`src/rtl/exception_writeback.sv`:
```
// Carries execute-stage exception codes through X/M and M/W, merges multdiv completions into the
// single writeback port, and tracks a sticky status copy plus a saturating exception counter.
module exception_writeback #(
  parameter int unsigned RSTATUS_REG = 30,
  parameter int unsigned MULT_CODE   = 4,
  parameter int unsigned DIV_CODE    = 5,
  parameter int unsigned CNT_W       = 8
) (
  input  logic             clock,
  input  logic             reset,
  input  logic             stall,
  input  logic             flush,
  input  logic             x_valid,
  input  logic             x_we,
  input  logic [4:0]       x_rd,
  input  logic [31:0]      x_result,
  input  logic [31:0]      x_exception,
  input  logic             x_overflow,
  input  logic             md_start,
  input  logic             md_is_div,
  input  logic [4:0]       md_rd,
  input  logic             md_ready,
  input  logic             md_error,
  input  logic [31:0]      md_result,
  output logic             w_we,
  output logic [4:0]       w_rd,
  output logic [31:0]      w_data,
  output logic             md_busy,
  output logic             stall_req,
  output logic [31:0]      rstatus_sticky,
  output logic [CNT_W-1:0] exc_count
);

  localparam logic [4:0]  RsReg    = 5'(RSTATUS_REG);
  localparam logic [31:0] MultCode = 32'(MULT_CODE);
  localparam logic [31:0] DivCode  = 32'(DIV_CODE);

  typedef enum logic [1:0] {StIdle, StBusy, StCommit} state_e;

  state_e      state_q;
  logic [4:0]  md_rd_q;
  logic [31:0] md_code_q;
  logic        pend_q;

  logic        xm_we_q, xm_exc_q;
  logic [4:0]  xm_rd_q;
  logic [31:0] xm_data_q;
  logic        mw_we_q, mw_exc_q;
  logic [4:0]  mw_rd_q;
  logic [31:0] mw_data_q;

  logic        x_exc;
  logic        adv;
  logic        commit_enter;
  logic        w_load;
  logic        nw_we, nw_exc;
  logic [4:0]  nw_rd;
  logic [31:0] nw_data;

  assign x_exc        = x_valid & x_overflow & (x_exception != 32'd0);
  // COMMIT borrows the write port, so the pipeline freezes exactly as under an external stall.
  assign adv          = ~stall & (state_q != StCommit);
  assign commit_enter = (state_q == StBusy) & md_ready;

  always_ff @(posedge clock) begin
    if (reset) begin
      state_q   <= StIdle;
      md_busy   <= 1'b0;
      stall_req <= 1'b0;
      md_rd_q   <= 5'd0;
      md_code_q <= 32'd0;
      pend_q    <= 1'b0;
    end else begin
      case (state_q)
        StIdle: begin
          if (md_start) begin
            state_q   <= StBusy;
            md_busy   <= 1'b1;
            md_rd_q   <= md_rd;
            md_code_q <= md_is_div ? DivCode : MultCode;
          end
        end
        StBusy: begin
          if (md_ready) begin
            state_q   <= StCommit;
            stall_req <= 1'b1;
            // Only an M/W entry loaded on this edge is still unseen at writeback.
            pend_q    <= adv;
          end
        end
        StCommit: begin
          state_q   <= StIdle;
          md_busy   <= 1'b0;
          stall_req <= 1'b0;
        end
        default: begin
          state_q   <= StIdle;
          md_busy   <= 1'b0;
          stall_req <= 1'b0;
        end
      endcase
    end
  end

  always_ff @(posedge clock) begin
    if (reset) begin
      xm_we_q   <= 1'b0;
      xm_exc_q  <= 1'b0;
      xm_rd_q   <= 5'd0;
      xm_data_q <= 32'd0;
      mw_we_q   <= 1'b0;
      mw_exc_q  <= 1'b0;
      mw_rd_q   <= 5'd0;
      mw_data_q <= 32'd0;
    end else begin
      if (flush) begin
        xm_we_q   <= 1'b0;
        xm_exc_q  <= 1'b0;
        xm_rd_q   <= 5'd0;
        xm_data_q <= 32'd0;
      end else if (adv) begin
        xm_we_q   <= x_exc | (x_valid & x_we & (x_rd != 5'd0));
        xm_exc_q  <= x_exc;
        xm_rd_q   <= x_exc ? RsReg : x_rd;
        xm_data_q <= x_exc ? x_exception : x_result;
      end
      if (adv) begin
        mw_we_q   <= xm_we_q;
        mw_exc_q  <= xm_exc_q;
        mw_rd_q   <= xm_rd_q;
        mw_data_q <= xm_data_q;
      end
    end
  end

  // Next writeback value; w_load marks edges that present a new write rather than a held one.
  always_comb begin
    w_load  = 1'b0;
    nw_we   = 1'b0;
    nw_exc  = 1'b0;
    nw_rd   = 5'd0;
    nw_data = 32'd0;
    if (commit_enter) begin
      w_load = 1'b1;
      if (md_error) begin
        nw_we   = 1'b1;
        nw_exc  = 1'b1;
        nw_rd   = RsReg;
        nw_data = md_code_q;
      end else begin
        nw_we   = (md_rd_q != 5'd0);
        nw_rd   = md_rd_q;
        nw_data = md_result;
      end
    end else if (state_q == StCommit) begin
      w_load  = 1'b1;
      nw_we   = mw_we_q & pend_q;
      nw_exc  = mw_exc_q & pend_q;
      nw_rd   = mw_rd_q;
      nw_data = mw_data_q;
    end else if (adv) begin
      w_load  = 1'b1;
      nw_we   = xm_we_q;
      nw_exc  = xm_exc_q;
      nw_rd   = xm_rd_q;
      nw_data = xm_data_q;
    end
  end

  always_ff @(posedge clock) begin
    if (reset) begin
      w_we           <= 1'b0;
      w_rd           <= 5'd0;
      w_data         <= 32'd0;
      rstatus_sticky <= 32'd0;
      exc_count      <= '0;
    end else if (w_load) begin
      w_we   <= nw_we;
      w_rd   <= nw_rd;
      w_data <= nw_data;
      if (nw_exc) begin
        rstatus_sticky <= nw_data;
        if (exc_count != {CNT_W{1'b1}}) begin
          exc_count <= exc_count + {{(CNT_W-1){1'b0}}, 1'b1};
        end
      end
    end
  end

endmodule
```
`config.mk`:
```
export PLATFORM = sky130hd
export DESIGN_NAME = exception_writeback
export DESIGN_NICKNAME = d
export VERILOG_FILES = /design/src/rtl/exception_writeback.sv
export SDC_FILE = /design/constraint.sdc
export NUM_CORES = 1
export LEC_CHECK = 0
export ABC_AREA = 1
export ABC_CLOCK_PERIOD_IN_PS = 2910
export CAP_MARGIN = 20
export CORE_MARGIN = 2
export CORE_UTILIZATION = 45
export CTS_CLUSTER_DIAMETER = 40
export DETAILED_ROUTE_END_ITERATION = 8
export PLACE_DENSITY = 0.75
export SLEW_MARGIN = 20
export SYNTH_ARGS = -nofsm -noshare
export SYNTH_HDL_FRONTEND = slang
export SYNTH_SLANG_ARGS = --single-unit
export TNS_END_PERCENT = 50
```
`constraint.sdc`:
```
create_clock -name clock -period 2.91 [get_ports clock]
set_input_delay 0.582 -clock clock [delete_from_list [all_inputs] [get_ports clock]]
set_output_delay 0.582 -clock clock [all_outputs]
set_load 0.05 [all_outputs]
```
==> results.cfg, run 1 <==
[outcome]
status = finished clean

[timing]
period_minus_slack_ns = 2.298
setup_slack_ns = 0.6118
period_share_pct = 78.98
final.setup.tns_ns = 0
holdWs_ns = 0.4599
clock.fmax_mhz = 435.1
skew_ns = 0.01231
rsz0062_at_grt = no
setup_viol = 0
final_max_slew_viol_count = 0
final_hold_viol_count = 0
tightest_slew_ns = 0.8886
maxSlewHeadroom_pct = 40.76

[worst_setup_path]
required_ns = 2.33
critPathTopFamily = buffers and inverters
timing.rr.start = state_q[1]
critPathMaxFanout = 6
critPathKind = flip-flop to output port
endpoint = exc_count[6]
path_depth = 1
cpPeakStageDelay_ns = 0.85
cp.arrival_ns = 1.72
worstSetupStartpoint = exc_count[6]
crit_path_top_delay_cell = clkdlybuf4s50_1
critPathCaptureType = output port
r2r-end = exc_count[0]
path_cells = clkdlybuf4s50_1
r2r_slack_ns = 0.91
cp-start-kind = flip-flop
worst-r2r-cell-count = 10
path_buf_inv = 1

[yosys]
syn_area_um2 = 7548
syn_avg_cell_area_um2 = 6.704
synth_edf_count = 0
ys_seq_area_share_pct = 44.55
synth-main-ff-cell = dfxtp_1
yosys_register_bits = 168
syn_inst = 1126
synth.distinct_cells = 34
async_flop_share_pct = 0
synth_warnings = 0
synth_fp_nets = 1244

[global_route]
first_global_vias = 6723
grtUsageTotal_pct = 23.15
grt_pass1_wl_um = 33330
antenna_found_initial = 0
grt_overflow = 0
grt_start_max_net_pins = 90

[finish]
antenna_cells = 0
fillers = 1501
seqCellArea_um2 = 3363
final_cells = 1531
nets = 1416
layout-drive-gt1-share_pct = 5.111
area_growth_syn_to_layout_pct = 35.42
multi_input_comb_area_um2 = 3503

[pwr]
switchingPower_mw = 1.518
leakage_nw = 4.681
p_int_mw = 4.114
power_frac_seq_pct = 43.8
max-vdd-ir-drop_v = 0.0004292
swShare_pct = 26.96
power_density_nw_per_um2 = 551.0
comb_power_share_pct = 16.8
pwr-share-clk_pct = 39.3

[floorplan]
dieArea_um2 = 17830
core_area_um2 = 16470
initial_core_util_pct = 45.84
io_pins = 197
die_w_um = 133.5
fp-row-count = 47
die_h_um = 133.5

[clocking]
cts_resized = 0
clkTransAtPathRegs_ns = 0.06
hold_buffers = 0
cts_tree = done
cts_buffers = 17
insertion_delay_ns = 0.43
h-tree-depth = 4
root_buffer = clkbuf_16
cts_setup_buffers = 0
max-clock-path-buffers = 2
cts_sinks = 168

[placed_design]
place_ws_ns = 0.4416
gp_congestion = 0.8270
dpl.cell_count = 1499
hpwl_um = 14790
portBuffers = 196

[detailed_routing]
wl_per_cell_um = 13.55
vias = 7411
drt_pass1_iterations = 5
drcViolationCount = 0
viasPerCell = 4.841
drt_iter0_drc = 524
wl_um = 20750
postRouteAntennaNets = 0

[flow_run]
maxCapViolCount = 0

[hold_path]
hp-class = flip-flop to flip-flop
[registers in the layout, indices dropped and copies added, names as in the netlist]
name and flops:
mw_data_q 32, rstatus_sticky 32, w_data 32, xm_data_q 32
exc_count 8, md_rd_q 5, mw_rd_q 5, w_rd 5
xm_rd_q 5, md_code_q 2, state_q 2, md_busy 1
mw_exc_q 1, mw_we_q 1, pend_q 1, stall_req 1
w_we 1, xm_exc_q 1, xm_we_q 1
[power groups by stage]
stage | sequential (mW) | combinational [mW] | clock, mW
6_report | 2.47 | 0.949 | 2.22
5_1_grt | 2.48 | 1.03 | 2.33
4_1_cts | 2.47 | 0.949 | 2.24
3_5_place_dp | 2.52 | 0.942 | 0
3_3_place_gp | 2.51 | 0.937 | 0
2_1_floorplan | 2.70 | 0.370 | 0
[area by class of cell]
| class | instances | area share, % |
|---|---|---|
| clock inverter | 8 | 0.9302 |
| timing repair buffer | 219 | 21.08 |
| tap | 220 | 2.693 |
| sequential | 168 | 32.90 |
| multi-input combinational | 799 | 34.27 |
| inverter | 93 | 3.415 |
| clock buffer | 24 | 4.712 |
[logic make-up after synthesis]
family	synth area share [%]
adders and majority gates	0.1657
buffers and inverters	9.166
and+or+nand+nor	34.87
AOI/OAI and AO/OA	10.66
DFF	44.56
xor gates and xnor gates	0.5801
[layer usage]
metal,up-vias,wire length (µm),global-route usage (%)
met3,27,1421,4.833
li1,3854,-,-
met1,3254,9944,33.18
met5,-,0,0
met4,0,363,7.329
met2,276,9016,34.97
[Yosys cell counts (2+ instances only)]
library cell,number,area share (%)
buf_2,20,1.3
dfxtp_1,168,45
nor3_1,2,0.13
inv_2,3,0.15
nand2_2,2,0.17
clkbuf_2,2,0.13
a31oi_1,6,0.50
xor2_1,5,0.58
buf_1,2,0.099
nand3_1,82,5.4
nand4_1,3,0.25
or2_1,29,2.4
nand2_1,346,17
clkbuf_1,29,1.4
inv_1,90,4.5
buf_6,5,0.75
nor2_4,3,0.45
nor2_1,162,8.1
a21oi_1,95,6.3
o21ai_0,51,3.4
buf_4,8,0.80
[how the worst min path moves through the flow]
stage | from | end | slack, ns | cells past startpoint
after floorplan | md_code_q[2] | md_code_q[2] | 0.44 | 2
final | mw_data_q[17] | mw_data_q[17] | 0.46 | 2
after CTS | mw_data_q[11] | mw_data_q[11] | 0.46 | 2
after global placement | mw_data_q[13] | mw_data_q[13] | 0.45 | 2
after detailed placement | mw_rd_q[0] | mw_rd_q[0] | 0.45 | 2
after global routing | mw_data_q[11] | mw_data_q[11] | 0.47 | 2
[cells in the final DEF, fill, tap and decap left out, drive strengths merged]
| cell type | instances |
|---|---|
| nor3 | 3 |
| a21oi | 95 |
| o21a | 1 |
| clkbuf | 24 |
| a31o | 1 |
| inv | 93 |
| dfxtp | 168 |
| clkinvlp | 2 |
| o21ai | 52 |
| nand3 | 83 |
| a31oi | 6 |
| a21boi | 1 |
| or2 | 30 |
| nand3b | 1 |
| ha | 1 |
| nand2 | 349 |
| clkinv | 4 |
| nor2 | 166 |
| nand4 | 3 |
| xor2 | 5 |
| clkdlybuf4s50 | 195 |
| o31ai | 1 |
| bufinv | 2 |
| buf | 24 |
| nor3b | 1 |
[through the flow]
step | power (mW) | utilization [%] | cell area, µm²
after floorplan | 3.071 | - | 7548
after global routing | 5.845 | 62.08 | 10220
after CTS | 5.660 | 62.08 | 10220
after detailed placement | 3.460 | 58.58 | 9646
after global placement | 3.451 | 58.58 | 9646
final | 5.632 | 62.08 | 10220
Note: power is estimated with default switching activity, not from simulation.
==> inputs of run 2 (changes only) <==
- ABC_CLOCK_PERIOD_IN_PS: 2910 -> 2000
- CORE_UTILIZATION: 45 -> 44
- PLACE_DENSITY: 0.75 -> 0.76
- clock period: 2.91 -> 2 ns (I/O delays scaled with it)
==> results.cfg, run 2 (synthesis gave the netlist of run 1 again) <==
[placed_design]
dpl-instance-area_um2 = 9816
dpl.cell_count = 1513
gp_congestion = 0.8437
portBuffers = 196
hpwl_um = 15150
place_ws_ns = -0.1066

[worst_setup_path]
critPathTopFamily = buffers and inverters
path_buf_inv = 1
cp-start-kind = flip-flop
required_ns = 1.60
path_depth = 1
cp.arrival_ns = 1.58
crit_path_top_delay_cell = clkdlybuf4s50_1
critPathMaxFanout = 2
critPathKind = flip-flop to output port
critPathCaptureType = output port
worst-r2r-cell-count = 10
cpPeakStageDelay_ns = 0.81
path_cells = clkdlybuf4s50_1

[pwr]
leakage_nw = 5.685
power_density_nw_per_um2 = 799.4
max-vdd-ir-drop_v = 0.0005742
finalPower_mw = 8.428

[floorplan]
dieArea_um2 = 18220
die_w_um = 135.0
io_pins = 197
fp-row-count = 47
initial_core_util_pct = 45.20
core_area_um2 = 16700
die_h_um = 135.0

[finish]
most-common-layout-cells = nand2_1 (346), dfxtp_1 (168), nor2_1 (162)
layout-drive-gt1-share_pct = 6.717
nets = 1430
area_growth_syn_to_layout_pct = 39.67
final_cells = 1546
finish.utilization_pct = 63.13
layout_commonest_cell = nand2_1
fin_area_um2 = 10540

[timing]
period_minus_slack_ns = 1.977
skew_ns = 0.006461
period_share_pct = 98.84
holdWs_ns = 0.4593
final_hold_viol_count = 0
setup_viol = 0
setup_slack_ns = 0.02311
final.setup.tns_ns = 0
final_max_slew_viol_count = 0
maxSlewHeadroom_pct = 61.61
tightest_slew_ns = 0.5759
clock.fmax_mhz = 505.8
rsz0062_at_grt = no

[clocking]
clkTransAtPathRegs_ns = 0.06
cts_setup_buffers = 0
max-clock-path-buffers = 2
root_buffer = clkbuf_16
hold_buffers = 0
cts_buffers = 17
cts_tree = done
cts_sinks = 168
h-tree-depth = 4
insertion_delay_ns = 0.43

[global_route]
grt_overflow = 0
grt_start_max_net_pins = 54
grt_pass1_wl_um = 33300
antenna_found_initial = 1
grtUsageTotal_pct = 22.72
first_global_vias = 6650

[detailed_routing]
drcViolationCount = 0
drt_iter0_drc = 541
drt_pass1_iterations = 5
postRouteAntennaNets = 0
wl_per_cell_um = 13.48
viasPerCell = 4.873
wl_um = 20840
vias = 7533

[outcome]
status = finished clean

[hold_path]
min_path_cells = 2
hp-class = flip-flop to flip-flop

[flow_run]
maxCapViolCount = 0
-- run 2: cell types whose count changed in the layout (fill, tap and decap cells not counted), sizes merged --
cell           before  now
bufinv              2    4
clkinv              4    7
diode               0    1
dlymetal6s2s        0   46
dlygate4sd2         0   16
buf                24   42
clkbuf             24   19
clkdlybuf4s50     195  129
-- run 2: timing repair --
action / 4_1_cts / 5_1_grt
resized for setup: 16 / 48
setup endpoints to repair: 16 / 49
pin swaps: 0 / 0
gates cloned: 0 / 0
-- run 2: report_power, final --
group | internal (mW) | switching (mW)
sequential | 3.50 | 0.0829
clock | 2.11 | 1.32
combinational | 0.575 | 0.836
-- run 2: area by class of cell --
class	instances	area (µm²)
Timing Repair Buffer	233	2424
Clock inverter	13	177.7
Tap cell	220	275.3
Clock buffer	19	442.9
Sequential cell	168	3363
Fill cell	1495	6158
Multi-Input combinational cell	799	3508
Inverter	93	349.1
Antenna cell	1	2.502
-- run 2: path summary, 6_finish.rpt --
| check | from | endpoint | slack [ns] |
|---|---|---|---|
| min reg2reg | mw_data_q[12] | mw_data_q[12] | 0.46 |
| max | rstatus_sticky[29] | rstatus_sticky[29] | 0.02 |
| min | mw_data_q[12] | mw_data_q[12] | 0.46 |
| max reg2reg | state_q[1] | w_data[2] | 0.22 |
-- run 2: per-layer routing --
metal | global-route usage (%) | vias up | wire length (µm)
li1 | - | 3890 | -
met1 | 33.29 | 3374 | 10070
met2 | 34.18 | 252 | 9194
met3 | 3.754 | 17 | 1313
met4 | 7.118 | 0 | 262
met5 | 0 | - | 0
==> inputs of run 3 (changes only) <==
- CORE_UTILIZATION: 44 -> 30
- PLACE_DENSITY: 0.76 -> 0.56
==> results.cfg, run 3 (synthesis gave the netlist of run 1 again) <==
[outcome]
status = finished clean

[flow_run]
maxCapViolCount = 0

[floorplan]
dieArea_um2 = 26450
die_h_um = 162.6
io_pins = 197
die_w_um = 162.6
fp-row-count = 58
core_area_um2 = 24960
initial_core_util_pct = 30.24

[pwr]
leakage_nw = 5.450
power_density_nw_per_um2 = 790.6
max-vdd-ir-drop_v = 0.0005658

[timing]
final_hold_viol_count = 0
period_share_pct = 97.92
clock.fmax_mhz = 510.6
skew_ns = 0.005891
maxSlewHeadroom_pct = 63.97
setup_viol = 0
setup_slack_ns = 0.04165
tightest_slew_ns = 0.5396
period_minus_slack_ns = 1.958
final_max_slew_viol_count = 0

[detailed_routing]
postRouteAntennaNets = 0
drt_pass1_iterations = 4
viasPerCell = 4.381
drcViolationCount = 0
vias = 7281
drt_iter0_drc = 400
wl_per_cell_um = 13.36
wl_um = 22200

[clocking]
cts_buffers = 17
cts_sinks = 168
root_buffer = clkbuf_16
clkTransAtPathRegs_ns = 0.06
insertion_delay_ns = 0.42
h-tree-depth = 4
max-clock-path-buffers = 2
cts_tree = done
cts_setup_buffers = 0
hold_buffers = 0

[worst_setup_path]
r2r-end = rstatus_sticky[2]
critPathCaptureType = output port
path_cells = clkdlybuf4s50_1
required_ns = 1.60
critPathTopFamily = buffers and inverters
critPathKind = flip-flop to output port
cp.arrival_ns = 1.56
r2r_slack_ns = 0.21
critPathMaxFanout = 2
timing.rr.start = state_q[1]
cpPeakStageDelay_ns = 0.81
path_buf_inv = 1
cp-start-kind = flip-flop
crit_path_top_delay_cell = clkdlybuf4s50_1
worst-r2r-cell-count = 10

[global_route]
first_global_vias = 6715
grt_start_max_net_pins = 46
grt_overflow = 0
grt_pass1_wl_um = 35650
antenna_found_initial = 1
grtUsageTotal_pct = 16.93

[hold_path]
holdPathEnd = mw_data_q[23]
min_path_cells = 2
min-delay-start = mw_data_q[23]
hp-class = flip-flop to flip-flop

[finish]
layout_commonest_cell = nand2_1
area_growth_syn_to_layout_pct = 40.66
layout-drive-gt1-share_pct = 7.814
finish.utilization_pct = 42.53
most-common-layout-cells = nand2_1 (346), dfxtp_1 (168), nor2_1 (162)
nets = 1436

[placed_design]
hpwl_um = 16750
gp_congestion = 0.8116
portBuffers = 196
place_ws_ns = -0.1110
-- run 3: cell count changes in the layout (fill, tap and decap cells not counted) --
| cell | change |
|---|---|
| dlymetal6s2s_1 | -17 |
| bufinv_16 | -1 |
| clkinv_4 | +1 |
| clkinv_2 | -2 |
| dlygate4sd2_1 | +8 |
| buf_4 | +18 |
| buf_6 | -1 |
| clkbuf_8 | +2 |
| buf_12 | -2 |
-- run 3: stage by stage --
step	instances	setup TNS, ns	hold WS [ns]	area [µm²]	power, mW
after floorplan	1126	0	0.4402	7548	4.469
final	1662	0	0.4603	10620	8.394
after global routing	1662	-0.003339	0.4755	10620	8.775
after CTS	1661	0	0.4618	10540	8.507
after global placement	1629	-4.043	0.4476	9951	5.090
after detailed placement	1629	-5.103	0.4521	9951	5.092
-- run 3: layout make-up --
type                            instances  area [µm²]
Fill cell                            2672       14350
Multi-Input combinational cell        799        3508
Sequential cell                       168        3363
Timing Repair Buffer                  239        2365
Clock buffer                           21       470.5
Tap cell                              330       412.9
Inverter                               93       349.1
Clock inverter                         11       146.4
Antenna cell                            1       2.502
-- run 3: repair_timing --
item | in CTS | in global routing
pin swaps | 0 | 0
gates resized for setup | 24 | 30
endpoints found under the setup margin | 24 | 34
-- run 3: routing by layer --
layer | vias up | wire length, µm | GRT usage, % | share of wire, %
li1 | 3902 | - | - | -
met1 | 3188 | 11640 | 25.47 | 52
met2 | 172 | 9186 | 24.64 | 41
met3 | 19 | 984 | 2.368 | 4.4
met4 | 0 | 391 | 5.712 | 1.8
met5 | - | 0 | 0 | 0
-- run 3: worst max-delay path by stage --
| stage | start | to | cells after the start |
|---|---|---|---|
| floorplan | exc_count[0] | exc_count[6] | 7 |
| finish | w_data[28] | w_data[28] | 1 |
| global route | rstatus_sticky[7] | rstatus_sticky[7] | 1 |
| detailed placement | x_exception[23] | xm_data_q[23] | 11 |
| CTS | rstatus_sticky[27] | rstatus_sticky[27] | 1 |
| global placement | x_exception[22] | xm_data_q[23] | 11 |
-- run 3: report_power, final --
part / internal, mW / switching, mW / leakage, nW
Sequential: 3.50 / 0.0833 / 1.37
Clock: 2.06 / 1.34 / 0.299
Combinational: 0.570 / 0.837 / 3.78
Total: 6.14 / 2.26 / 5.45
